[src/rtl/ir_nec_pkg.sv]
// NEC IR link constants, state encoding and frame layout shared by transmitter and receiver.
// Timing values are cycles of the 50 MHz core clock.
package ir_nec_pkg;
   localparam int unsigned LEAD_MARK    = 450000;
   localparam int unsigned LEAD_SPACE   = 225000;
   localparam int unsigned BIT_MARK     = 28000;
   localparam int unsigned ZERO_SPACE   = 28000;
   localparam int unsigned ONE_SPACE    = 84500;
   localparam int unsigned GAP_DUR      = 2000000;
   localparam int unsigned CARRIER_HALF = 658;

   localparam int unsigned PH_CNT_W  = 21;
   localparam int unsigned CAR_CNT_W = 11;

   localparam int unsigned ADDR_LSB = 0;
   localparam int unsigned ADDR_MSB = 15;
   localparam int unsigned CMD_LSB  = 16;
   localparam int unsigned CMD_MSB  = 23;
   localparam int unsigned NCMD_LSB = 24;
   localparam int unsigned NCMD_MSB = 31;

   typedef enum logic [2:0] {
      S_IDLE   = 3'd0,
      S_LEAD_M = 3'd1,
      S_LEAD_S = 3'd2,
      S_BIT_M  = 3'd3,
      S_BIT_S  = 3'd4,
      S_STOP_M = 3'd5,
      S_GAP    = 3'd6
   } state_t;

   function automatic logic [31:0] nec_frame(input logic [15:0] addr, input logic [7:0] cmd);
      logic [31:0] f;
      f = '0;
      f[ADDR_MSB:ADDR_LSB] = addr;
      f[CMD_MSB:CMD_LSB]   = cmd;
      f[NCMD_MSB:NCMD_LSB] = ~cmd;
      return f;
   endfunction

   function automatic logic is_mark(input state_t s);
      return (s == S_LEAD_M) || (s == S_BIT_M) || (s == S_STOP_M);
   endfunction
endpackage

[src/rtl/ir_transmit_if.sv]
// Request/status bundle of the NEC IR transmitter; slave is the transmitter side.
interface ir_transmit_if;
   logic        iSTART;
   logic [15:0] iADDR;
   logic [7:0]  iCMD;
   logic        oBUSY;
   logic        oDONE;
   logic        oIRDA;
   logic        oIR_LED;

   modport master (output iSTART, iADDR, iCMD, input oBUSY, oDONE, oIRDA, oIR_LED);
   modport slave  (input iSTART, iADDR, iCMD, output oBUSY, oDONE, oIRDA, oIR_LED);
endinterface

[src/rtl/ir_carrier_gen.sv]
// 50% duty IR carrier, phase restarted high on each mark entry; registered output, 0 when disabled.
module ir_carrier_gen
   import ir_nec_pkg::*;
#(
   parameter int unsigned HALF = CARRIER_HALF
)(
   input  logic iCLK,
   input  logic iRST,
   input  logic iEN,
   input  logic iRESTART,
   output logic oCARRIER
);
   localparam logic [CAR_CNT_W-1:0] W_LAST = CAR_CNT_W'(HALF - 1);

   logic [CAR_CNT_W-1:0] r_cnt;
   logic                 r_phase;
   logic                 r_out;

   always_ff @(posedge iCLK) begin
      if (iRST) begin
         r_cnt   <= '0;
         r_phase <= 1'b1;
         r_out   <= 1'b0;
      end else if (iRESTART) begin
         r_cnt   <= '0;
         r_phase <= 1'b1;
         r_out   <= 1'b1;
      end else if (iEN) begin
         if (r_cnt == W_LAST) begin
            r_cnt   <= '0;
            r_phase <= ~r_phase;
            r_out   <= ~r_phase;
         end else begin
            r_cnt <= r_cnt + CAR_CNT_W'(1);
            r_out <= r_phase;
         end
      end else begin
         r_cnt <= '0;
         r_out <= 1'b0;
      end
   end

   assign oCARRIER = r_out;
endmodule

[src/rtl/ir_transmit.sv]
// NEC IR transmitter: leader, 32 pulse-distance bits LSB first, stop mark, then idle-high gap.
// oIRDA/oIR_LED are registered from the next state so they align with the phase boundaries.
module ir_transmit
   import ir_nec_pkg::*;
#(
   parameter int unsigned P_LEAD_MARK    = LEAD_MARK,
   parameter int unsigned P_LEAD_SPACE   = LEAD_SPACE,
   parameter int unsigned P_BIT_MARK     = BIT_MARK,
   parameter int unsigned P_ZERO_SPACE   = ZERO_SPACE,
   parameter int unsigned P_ONE_SPACE    = ONE_SPACE,
   parameter int unsigned P_GAP_DUR      = GAP_DUR,
   parameter int unsigned P_CARRIER_HALF = CARRIER_HALF
)(
   input  logic         iCLK,
   input  logic         iRST,
   ir_transmit_if.slave bus
);
   localparam int unsigned CW = PH_CNT_W;

   state_t         r_state, w_state_nxt;
   logic [CW-1:0]  r_cnt, w_cnt_nxt, w_last;
   logic [4:0]     r_bit_idx, w_bit_idx_nxt;
   logic [31:0]    r_frame;
   logic           r_irda;
   logic           w_phase_end, w_accept, w_done, w_restart, w_carrier;

   always_comb begin
      w_last = '0;
      case (r_state)
         S_LEAD_M: w_last = CW'(P_LEAD_MARK - 1);
         S_LEAD_S: w_last = CW'(P_LEAD_SPACE - 1);
         S_BIT_M:  w_last = CW'(P_BIT_MARK - 1);
         S_BIT_S:  w_last = r_frame[r_bit_idx] ? CW'(P_ONE_SPACE - 1) : CW'(P_ZERO_SPACE - 1);
         S_STOP_M: w_last = CW'(P_BIT_MARK - 1);
         S_GAP:    w_last = CW'(P_GAP_DUR - 1);
         default:  w_last = '0;
      endcase
   end

   assign w_phase_end = (r_cnt == w_last);
   assign w_accept    = (r_state == S_IDLE) && bus.iSTART;
   assign w_done      = (r_state == S_GAP) && w_phase_end;

   always_comb begin
      w_state_nxt   = r_state;
      w_cnt_nxt     = r_cnt + CW'(1);
      w_bit_idx_nxt = r_bit_idx;
      case (r_state)
         S_IDLE: begin
            w_bit_idx_nxt = '0;
            if (w_accept) w_state_nxt = S_LEAD_M;
         end
         S_LEAD_M: if (w_phase_end) w_state_nxt = S_LEAD_S;
         S_LEAD_S: if (w_phase_end) w_state_nxt = S_BIT_M;
         S_BIT_M:  if (w_phase_end) w_state_nxt = S_BIT_S;
         S_BIT_S: begin
            if (w_phase_end) begin
               if (r_bit_idx == 5'd31) begin
                  w_state_nxt = S_STOP_M;
               end else begin
                  w_state_nxt   = S_BIT_M;
                  w_bit_idx_nxt = r_bit_idx + 5'd1;
               end
            end
         end
         S_STOP_M: if (w_phase_end) w_state_nxt = S_GAP;
         S_GAP:    if (w_phase_end) w_state_nxt = S_IDLE;
         default:  w_state_nxt = S_IDLE;
      endcase
      // every phase transition is a state change, so this restarts the count on entry
      if (w_state_nxt != r_state) w_cnt_nxt = '0;
   end

   always_ff @(posedge iCLK) begin
      if (iRST) begin
         r_state   <= S_IDLE;
         r_cnt     <= '0;
         r_bit_idx <= '0;
         r_frame   <= '0;
         r_irda    <= 1'b1;
      end else begin
         r_state   <= w_state_nxt;
         r_cnt     <= w_cnt_nxt;
         r_bit_idx <= w_bit_idx_nxt;
         r_irda    <= ~is_mark(w_state_nxt);
         if (w_accept) r_frame <= nec_frame(bus.iADDR, bus.iCMD);
      end
   end

   // marks are only ever entered from a non-mark state
   assign w_restart = is_mark(w_state_nxt) && !is_mark(r_state);

   ir_carrier_gen #(.HALF(P_CARRIER_HALF)) u_carrier (
      .iCLK     (iCLK),
      .iRST     (iRST),
      .iEN      (is_mark(w_state_nxt)),
      .iRESTART (w_restart),
      .oCARRIER (w_carrier)
   );

   assign bus.oIRDA   = r_irda;
   assign bus.oIR_LED = w_carrier;
   assign bus.oDONE   = w_done;
   assign bus.oBUSY   = (r_state != S_IDLE) && !w_done;
endmodule

[src/flat_wrapper.sv]
// flat-port wrapper written by rule: the top's interface ports become plain ports
module ir_transmit_flat import ir_nec_pkg::*;
#(
   parameter int unsigned P_LEAD_MARK    = LEAD_MARK,
   parameter int unsigned P_LEAD_SPACE   = LEAD_SPACE,
   parameter int unsigned P_BIT_MARK     = BIT_MARK,
   parameter int unsigned P_ZERO_SPACE   = ZERO_SPACE,
   parameter int unsigned P_ONE_SPACE    = ONE_SPACE,
   parameter int unsigned P_GAP_DUR      = GAP_DUR,
   parameter int unsigned P_CARRIER_HALF = CARRIER_HALF
)
  (iCLK, iRST, bus_iSTART, bus_iADDR, bus_iCMD, bus_oBUSY, bus_oDONE, bus_oIRDA, bus_oIR_LED);
  ir_transmit_if bus_i ();
  input  logic iCLK;
  input  logic iRST;
  input wire logic [$bits(bus_i.iSTART)-1:0] bus_iSTART;
  input wire logic [$bits(bus_i.iADDR)-1:0] bus_iADDR;
  input wire logic [$bits(bus_i.iCMD)-1:0] bus_iCMD;
  output wire logic [$bits(bus_i.oBUSY)-1:0] bus_oBUSY;
  output wire logic [$bits(bus_i.oDONE)-1:0] bus_oDONE;
  output wire logic [$bits(bus_i.oIRDA)-1:0] bus_oIRDA;
  output wire logic [$bits(bus_i.oIR_LED)-1:0] bus_oIR_LED;
  assign bus_i.iSTART = bus_iSTART;
  assign bus_i.iADDR = bus_iADDR;
  assign bus_i.iCMD = bus_iCMD;
  assign bus_oBUSY = bus_i.oBUSY;
  assign bus_oDONE = bus_i.oDONE;
  assign bus_oIRDA = bus_i.oIRDA;
  assign bus_oIR_LED = bus_i.oIR_LED;
  ir_transmit #(.P_LEAD_MARK(P_LEAD_MARK), .P_LEAD_SPACE(P_LEAD_SPACE), .P_BIT_MARK(P_BIT_MARK), .P_ZERO_SPACE(P_ZERO_SPACE), .P_ONE_SPACE(P_ONE_SPACE), .P_GAP_DUR(P_GAP_DUR), .P_CARRIER_HALF(P_CARRIER_HALF)) u_core (.iCLK(iCLK), .iRST(iRST), .bus(bus_i));
endmodule
[config.mk]
export PLATFORM = sky130hd
export DESIGN_NAME = ir_transmit_flat
export DESIGN_NICKNAME = d
export VERILOG_FILES = /design/src/rtl/ir_nec_pkg.sv /design/src/rtl/ir_transmit_if.sv /design/src/rtl/ir_carrier_gen.sv /design/src/rtl/ir_transmit.sv /design/src/flat_wrapper.sv
export SDC_FILE = /design/constraint.sdc
export NUM_CORES = 1
export LEC_CHECK = 0
export ABC_AREA = 1
export CAP_MARGIN = 20
export CORE_AREA = 2 2 103 105
export DETAILED_ROUTE_END_ITERATION = 10
export DIE_AREA = 0 0 105 107
export PLACE_DENSITY_LB_ADDON = 0.12
export SYNTH_ARGS = -nofsm -noshare
export SYNTH_HDL_FRONTEND = slang
export SYNTH_SLANG_ARGS = --single-unit
export TNS_END_PERCENT = 20
[constraint.sdc]
create_clock -name iCLK -period 6.8 [get_ports iCLK]
set_clock_uncertainty 0.2 [all_clocks]
set_input_delay 0.68 -clock iCLK [delete_from_list [all_inputs] [get_ports iCLK]]
set_output_delay 0.68 -clock iCLK [all_outputs]
set_load 0.05 [all_outputs]
==> summary.txt, run 1 <==
Layout
  – Post-Route Utilization: 45.4%
  – Final Cell Area: 4580 um2
  – # nets final: about 620
  – Layout fillers: about 1100
  – Layout area overhead: 15.0%
  – Antenna diode count: 0
  – Share of cells above drive strength 1: 11.7%

CTS
  – Num Clock Sinks: 75
  – CTS max path bufs: 2
  – CTS buffer count: 9
  – Clock H-tree levels: 3
  – Post-CTS setup buffers: 0
  – Worst-Skew Late Latency: 0.36 ns
  – Root buffer cell: clkbuf_8
  – Post-CTS Resized: 0
  – CTS tree: done
  – Hold Buf Count CTS: 0
  – Clk slew on worst S/H paths: 0.08 ns

Die
  – Core area: 10100 um2
  – Die area: ~11000 um2
  – Row cnt: 37
  – Die H: 107 um
  – Initial Utilization: 39.5%
  – Io pins: 31
  – Die width: 105 um

Synthesis
  – Post-synth top area cell: dfxtp_1
  – Largest cells by area after synthesis: dfxtp_1 (38%), nand2_1 (13%), a21oi_1 (5.9%)
  – Top cell type's share of synthesized area: 37.7%
  – Asr flop ratio synth: 0%
  – Synth cell types: 32
  – Most used flip-flop cell after synthesis: dfxtp_1
  – Ys Warns: 0
  – Syn_nets: 594
  – Post-synth design cell area: 3990 um2
  – Synth Instances: 562
  – Syn_area_per_cell: 7.09 um2
  – Register area share after synthesis: 37.7%
  – Number of synthesized flops with an enable pin: 0
  – #FFs+latches synth: 75

STA
  – Slew Limit Fails: 0
  – Fin crit period: 4.45 ns
  – FMAX: 0.225 GHz
  – Final setup violation count: 0
  – Fin. Hold Viols: 0
  – Final Cycle Share: approximately two thirds
  – Worst Max-Slew Pin Slew: 0.770 ns
  – RSZ-0062 raised after global routing: false
  – Slew headroom: 48.6%
  – Setup TNS: 0 ns

Placed design
  – Number of I/O port buffers: 30
  – DP HPWL: 6440 um
  – Post-DP Area: 4370 um2
  – Final GP Congestion: 0.880

Power
  – Peak supply drop: 0.154 mV
  – Leakage: 0.00174 uW
  – Pwr Density: 223 nW/um2

Worst setup path
  – Worst EP required: about 6 ns
  – CP Capture Type: output pin
  – Setup crit start kind: flip-flop
  – Slowest cell on the critical path: clkdlybuf4s50_1
  – R2r worst-path depth: 20
  – Critical path class: flip-flop to output pin
  – RR Startpoint: u_core.r_bit_idx[0]
  – CP arrival: 3.57 ns
  – CP Cell Sequence: inv_2 -> nand2_1 -> nand2_1 -> nand2_1 -> nand2_1 -> nor2_1 -> nand2_1 -> nand3_2 -> nand3_4 -> nand2_1 -> nor2_1 -> a21oi_1 -> nand3_2 -> nor3_1 -> clkdlybuf4s50_1
  – CP max FO: 23
  – Critical Path Start: u_core.r_bit_idx[0]
  – Critical path's most frequent cell: nand2_1
  – Max stage delay on crit path: 0.86 ns

Route
  – Total number of vias: around 3500
  – Final ANT Viol Nets: 0
  – Initial drt markers: 88
  – Detailed-route wire length: 8760 um
  – Routed vias/inst: 4.77
  – TritonRoute pass-1 iters: 4
  – WL/cell: 12.0 um
  – Drt drc: 0

Hold path
  – Min-delay worst type: flip-flop to flip-flop
  – Worst hold path startpoint: u_core.r_frame[24]
  – WHS Path Cells: 2

Global route
  – Vias in the first global route: 3544
  – Largest net degree at the start of global routing: 34
  – First-pass GRT wire length: about 16000 um
  – GRT Util Overall: ~17%
  – Total grt overflow: 0
  – Initial antenna violation count: 0

Flow run
  – MaxCap Viol Count: 0

Outcome
  – Status: finished clean
## cells in the final DEF, fill, tap and decap left out, drive strengths merged
cell type      synthesis  routed
xor2                  22      22
nor3b                  1       1
inv                   69      70
a21oi                 47      47
dfxtp                 75      75
a211oi                 1       1
bufinv                 0       2
nor4                   4       4
nand4                  6       6
nand3b                 1       1
ha                     5       5
or2                    2       2
xnor2                  5       5
nor2                  47      47
nand2                149     149
buf                    9       3
clkinvlp               0       2
o21ai                 29      29
clkdlybuf4s50          0      30
nor3                  34      34
clkinv                 2       3
clkbuf                10      10
o211ai                 1       1
nand3                 43      43
## sequential cells by signal, summed over array words and instances (netlist names)
name                       flops
u_core.u_carrier.r_phase       1
u_core.r_state                 3
u_core.bus.oIRDA               1
u_core.u_carrier.oCARRIER      1
u_core.r_bit_idx               5
u_core.r_frame                32
u_core.u_carrier.r_cnt        11
u_core.r_cnt                  21
## worst max-delay path, delay by kind of cell (launching register included)
kind | cells | cell delay, ns
buf+inv | 2 | 1.11
flops | 1 | 0.76
compound gates | 1 | 0.15
simple gates | 12 | 1.17
## cell usage after synthesis, types with 5 or more instances
library cell / instances
nor2_2: 6
nor3_1: 11
xnor2_1: 5
nand2_1: 143
nand2_2: 5
inv_2: 7
clkbuf_1: 10
nor2_1: 38
ha_1: 5
nand4_1: 6
xor2_1: 22
o21ai_1: 6
nor3_2: 23
nand3_1: 39
dfxtp_1: 75
inv_1: 62
a21oi_1: 47
o21ai_0: 23
## layout make-up
| cell class | instances | area, um2 | share of cell area, % |
|---|---|---|---|
| clock buffer | 10 | 128 | 2.78 |
| clock inverter | 6 | 88.8 | 1.94 |
| inverter | 71 | 267 | 5.81 |
| multi-input combinational | 397 | 2110 | 45.9 |
| sequential | 75 | 1500 | 32.8 |
| tap | 136 | 170 | 3.71 |
| timing repair buffer | 33 | 323 | 7.04 |
## layer usage
layer	vias up	track usage (%)	part of all wire, %
li1	1848	-	-
met1	1570	22.1	50
met2	40	29.3	45
met3	11	4.07	2.7
met4	0	5.81	1.6
met5	-	0	0
## cells by family (layout without fill, tap and decap cells)
logic type                 Yosys count  in the layout  share of synthesized area [%]
and+or+nand+nor                    287            287                           35.4
DFF                                 75             75                           37.7
adders and majority gates            5              5                           1.57
buffers and inverters               90            120                           9.48
AOI/OAI and AO/OA                   78             78                           9.92
xor gates and xnor gates            27             27                           5.93
## power by group
| group | internal [uW] | switching [uW] | total [uW] |
|---|---|---|---|
| logic | 57.6 | 105 | 163 |
| registers | 463 | 15.2 | 478 |
| clock network | 207 | 174 | 382 |
| total | 728 | 295 | 1020 |
## through the flow
stage / hold WS (ns) / worst slack [ns] / instances / power [uW]
final: 0.251 / 2.35 / 728 / 1020
after global routing: 0.285 / 1.87 / 728 / 1080
after CTS: 0.254 / 2.26 / 728 / 1040
after detailed placement: 0.243 / 2.68 / 712 / 652
after global placement: 0.238 / 2.72 / 712 / 651
after floorplan: 0.222 / 2.79 / 562 / 605
## path summary, 6_finish.rpt
kind	end	slack [ns]
max	bus_oDONE	2.35
min	u_core.r_frame[24]	0.25
max reg2reg	u_core.r_cnt[14]	3.30
min reg2reg	u_core.r_frame[24]	0.25
No activity file was read; power rests on OpenSTA's default activity.
==> run 2: changes to the inputs <==
Clock period 6.8 ns to 3.7 ns, I/O delays scaled along.
==> run 2 against run 1 <==
Worst setup slack lost 2.0 ns. Sequential power grew 84%. Critical path type unchanged. Die area unchanged. Clock power is 59% higher. First-iteration DRC count up 20%. Clock-buffer cell count did not move. Worst hold slack improved by 0.0057 ns. Non-clock buffer count up 1. Highest routed layer unchanged. Sequential share of layout area increased by 0.072 points. Largest power group unchanged. Routed wire length down 0.16%. Via count rose by 0.81%.
==> summary.txt, run 2 (same netlist as run 1, synthesis figures left out) <==
Outcome
  – Status: finished clean

STA
  – Fin. Hold Viols: 0
  – Fin worst setup slack: around 0.37 ns
  – Slew Limit Fails: 0
  – Final setup violation count: 0
  – Worst Max-Slew Pin Slew: 0.806 ns
  – Final Cycle Share: 90.0%
  – RSZ-0062 raised after global routing: false
  – FMAX: 0.300 GHz
  – Slew headroom: between 40% and 50%
  – Fin crit period: 3.33 ns
  – Setup TNS: 0 ns

Power
  – Leakage: 0.00174 uW
  – Clock share of power: 34.1%
  – Internal power: between 1000 and 1500 uW
  – Sequential Power Share: between 40% and 50%
  – Peak supply drop: 0.236 mV
  – Pwr Density: roughly 390 nW/um2
  – Switching pwr: 562 uW
  – Combinational power share: around 17%
  – Switching share of power: 31.5%

Flow run
  – MaxCap Viol Count: 0

Layout
  – Layout area overhead: 14.8%
  – Regs by FF count: u_core.r_frame x32, u_core.r_cnt x21, u_core.u_carrier.r_cnt x11
  – Biggest register: u_core.r_frame
  – Max reg flops: 32
  – # nets final: 620
  – Share of cells above drive strength 1: 12.5%
  – Commonest non-fill, non-tap cell in the layout: nand2_1
  – Layout Cells excl Fill: approximately 730
  – Most frequent cells in the layout: nand2_1 (143), dfxtp_1 (75), inv_1 (62)
  – Final Cell Area: 4570 um2
  – Antenna diode count: 0

Worst setup path
  – CP arrival: approximately 2.8 ns
  – R2r worst-path depth: 20
  – R2R setup slack: 0.47 ns
  – CP Capture Type: output pin
  – Worst EP required: between 3 and 4 ns
  – CP max FO: 14
  – RR Endpoint: u_core.r_cnt[16]
  – Critical path class: flip-flop to output pin
  – RR Startpoint: u_core.r_bit_idx[0]
  – Setup crit start kind: flip-flop

Placed design
  – Number of I/O port buffers: 30
  – Final GP Congestion: around 0.9
  – Post-DP Area: 4380 um2
  – DP HPWL: 6460 um
  – Pre-CTS WS: 0.501 ns
  – Placed instance count: 713

Global route
  – GRT Util Overall: 16.9%
  – Initial antenna violation count: 0
  – Vias in the first global route: 3454
  – Largest net degree at the start of global routing: 32
  – Total grt overflow: 0
  – First-pass GRT wire length: 15500 um

CTS
  – Root buffer cell: clkbuf_8
  – CTS tree: done
  – CTS max path bufs: 2
  – Num Clock Sinks: 75
  – Clock H-tree levels: 3
  – Clk slew on worst S/H paths: 0.09 ns
  – Worst-Skew Late Latency: 0.36 ns
  – CTS buffer count: 9
  – Hold Buf Count CTS: 0
  – Post-CTS setup buffers: 0

Die
  – Die H: 107 um
  – Die width: 105 um
  – Io pins: 31
  – Core area: 10100 um2
  – Row cnt: 37
  – Initial Utilization: 39.5%
  – Die area: around 11000 um2

Hold path
  – Worst hold path startpoint: u_core.r_frame[24]
  – Min-delay worst type: flip-flop to flip-flop
  – WHS Path Cells: 2
  – Hold Crit Endpoint: u_core.r_frame[24]

Route
  – TritonRoute pass-1 iters: 4
  – Total number of vias: 3497
  – Drt drc: 0
  – Routed vias/inst: 4.80
  – Initial drt markers: approximately 110
  – Final ANT Viol Nets: 0
  – WL/cell: ~12 um
  – Detailed-route wire length: between 8000 and 9000 um
==> run 2: routing by layer <==
| metal | GRT usage [%] | share of wire, % | routed length [um] |
|---|---|---|---|
| met3 | 3.34 | 2.0 | 172 |
| met4 | 6.38 | 1.8 | 157 |
| met2 | 27.9 | 46 | 4000 |
| met5 | 0 | 0 | 0 |
| met1 | 22.0 | 50 | 4420 |
==> run 2: timing repair <==
| action | 4_1_cts | 5_1_grt |
|---|---|---|
| hold endpoints to repair | 0 | 0 |
| endpoints found under the setup margin | 0 | 2 |
| gates resized for setup | 0 | 1 |
==> run 2: power groups by stage <==
stage,Combinational (uW),Clock [uW],Sequential (uW)
after floorplan,211,0,901
after global routing,340,664,884
after detailed placement,302,0,898
after global placement,298,0,898
final,299,608,878
after CTS,303,631,879
==> run 2: critical path, stage by stage, from the launching register on <==
cell and delay [ns]:
dfxtp_1 0.52, inv_2 0.19, nand2_1 0.10, nand2_1 0.07, nand2_1 0.06, nand2_1 0.05
nor2_1 0.08, nand2_1 0.06, nand3_2 0.12, nand3_4 0.12, nand2_1 0.11, nor2_1 0.06
a21oi_1 0.18, nand3_2 0.15, nor3_2 0.27, nor2_1 0.08, buf_4 0.19
==> run 2: worst max path at each step <==
stage | startpoint | endpoint
2_1_floorplan | u_core.r_bit_idx[0] | bus_oBUSY
4_1_cts | u_core.r_bit_idx[0] | bus_oBUSY
6_report | u_core.r_bit_idx[0] | bus_oBUSY
3_5_place_dp | u_core.r_bit_idx[0] | u_core.r_cnt[0]
3_3_place_gp | u_core.r_bit_idx[0] | u_core.r_cnt[0]
5_1_grt | u_core.r_bit_idx[0] | bus_oBUSY
==> run 2: stage by stage <==
stage | util, % | power, uW | hold WS, ns
after floorplan | - | 1110 | 0.222
after global placement | 43.4 | 1200 | 0.246
after detailed placement | 43.4 | 1200 | 0.249
after CTS | 45.3 | 1810 | 0.261
after global routing | 45.3 | 1890 | 0.286
final | 45.3 | 1790 | 0.257
==> run 2: final cells by class <==
type / count / area [um2]
inverter: 71 / 267
fill: 1112 / 5520
tap: 136 / 170
clock inverter: 6 / 48.8
sequential: 75 / 1500
multi-input combinational: 397 / 2110
timing repair buffer: 34 / 338
clock buffer: 10 / 138
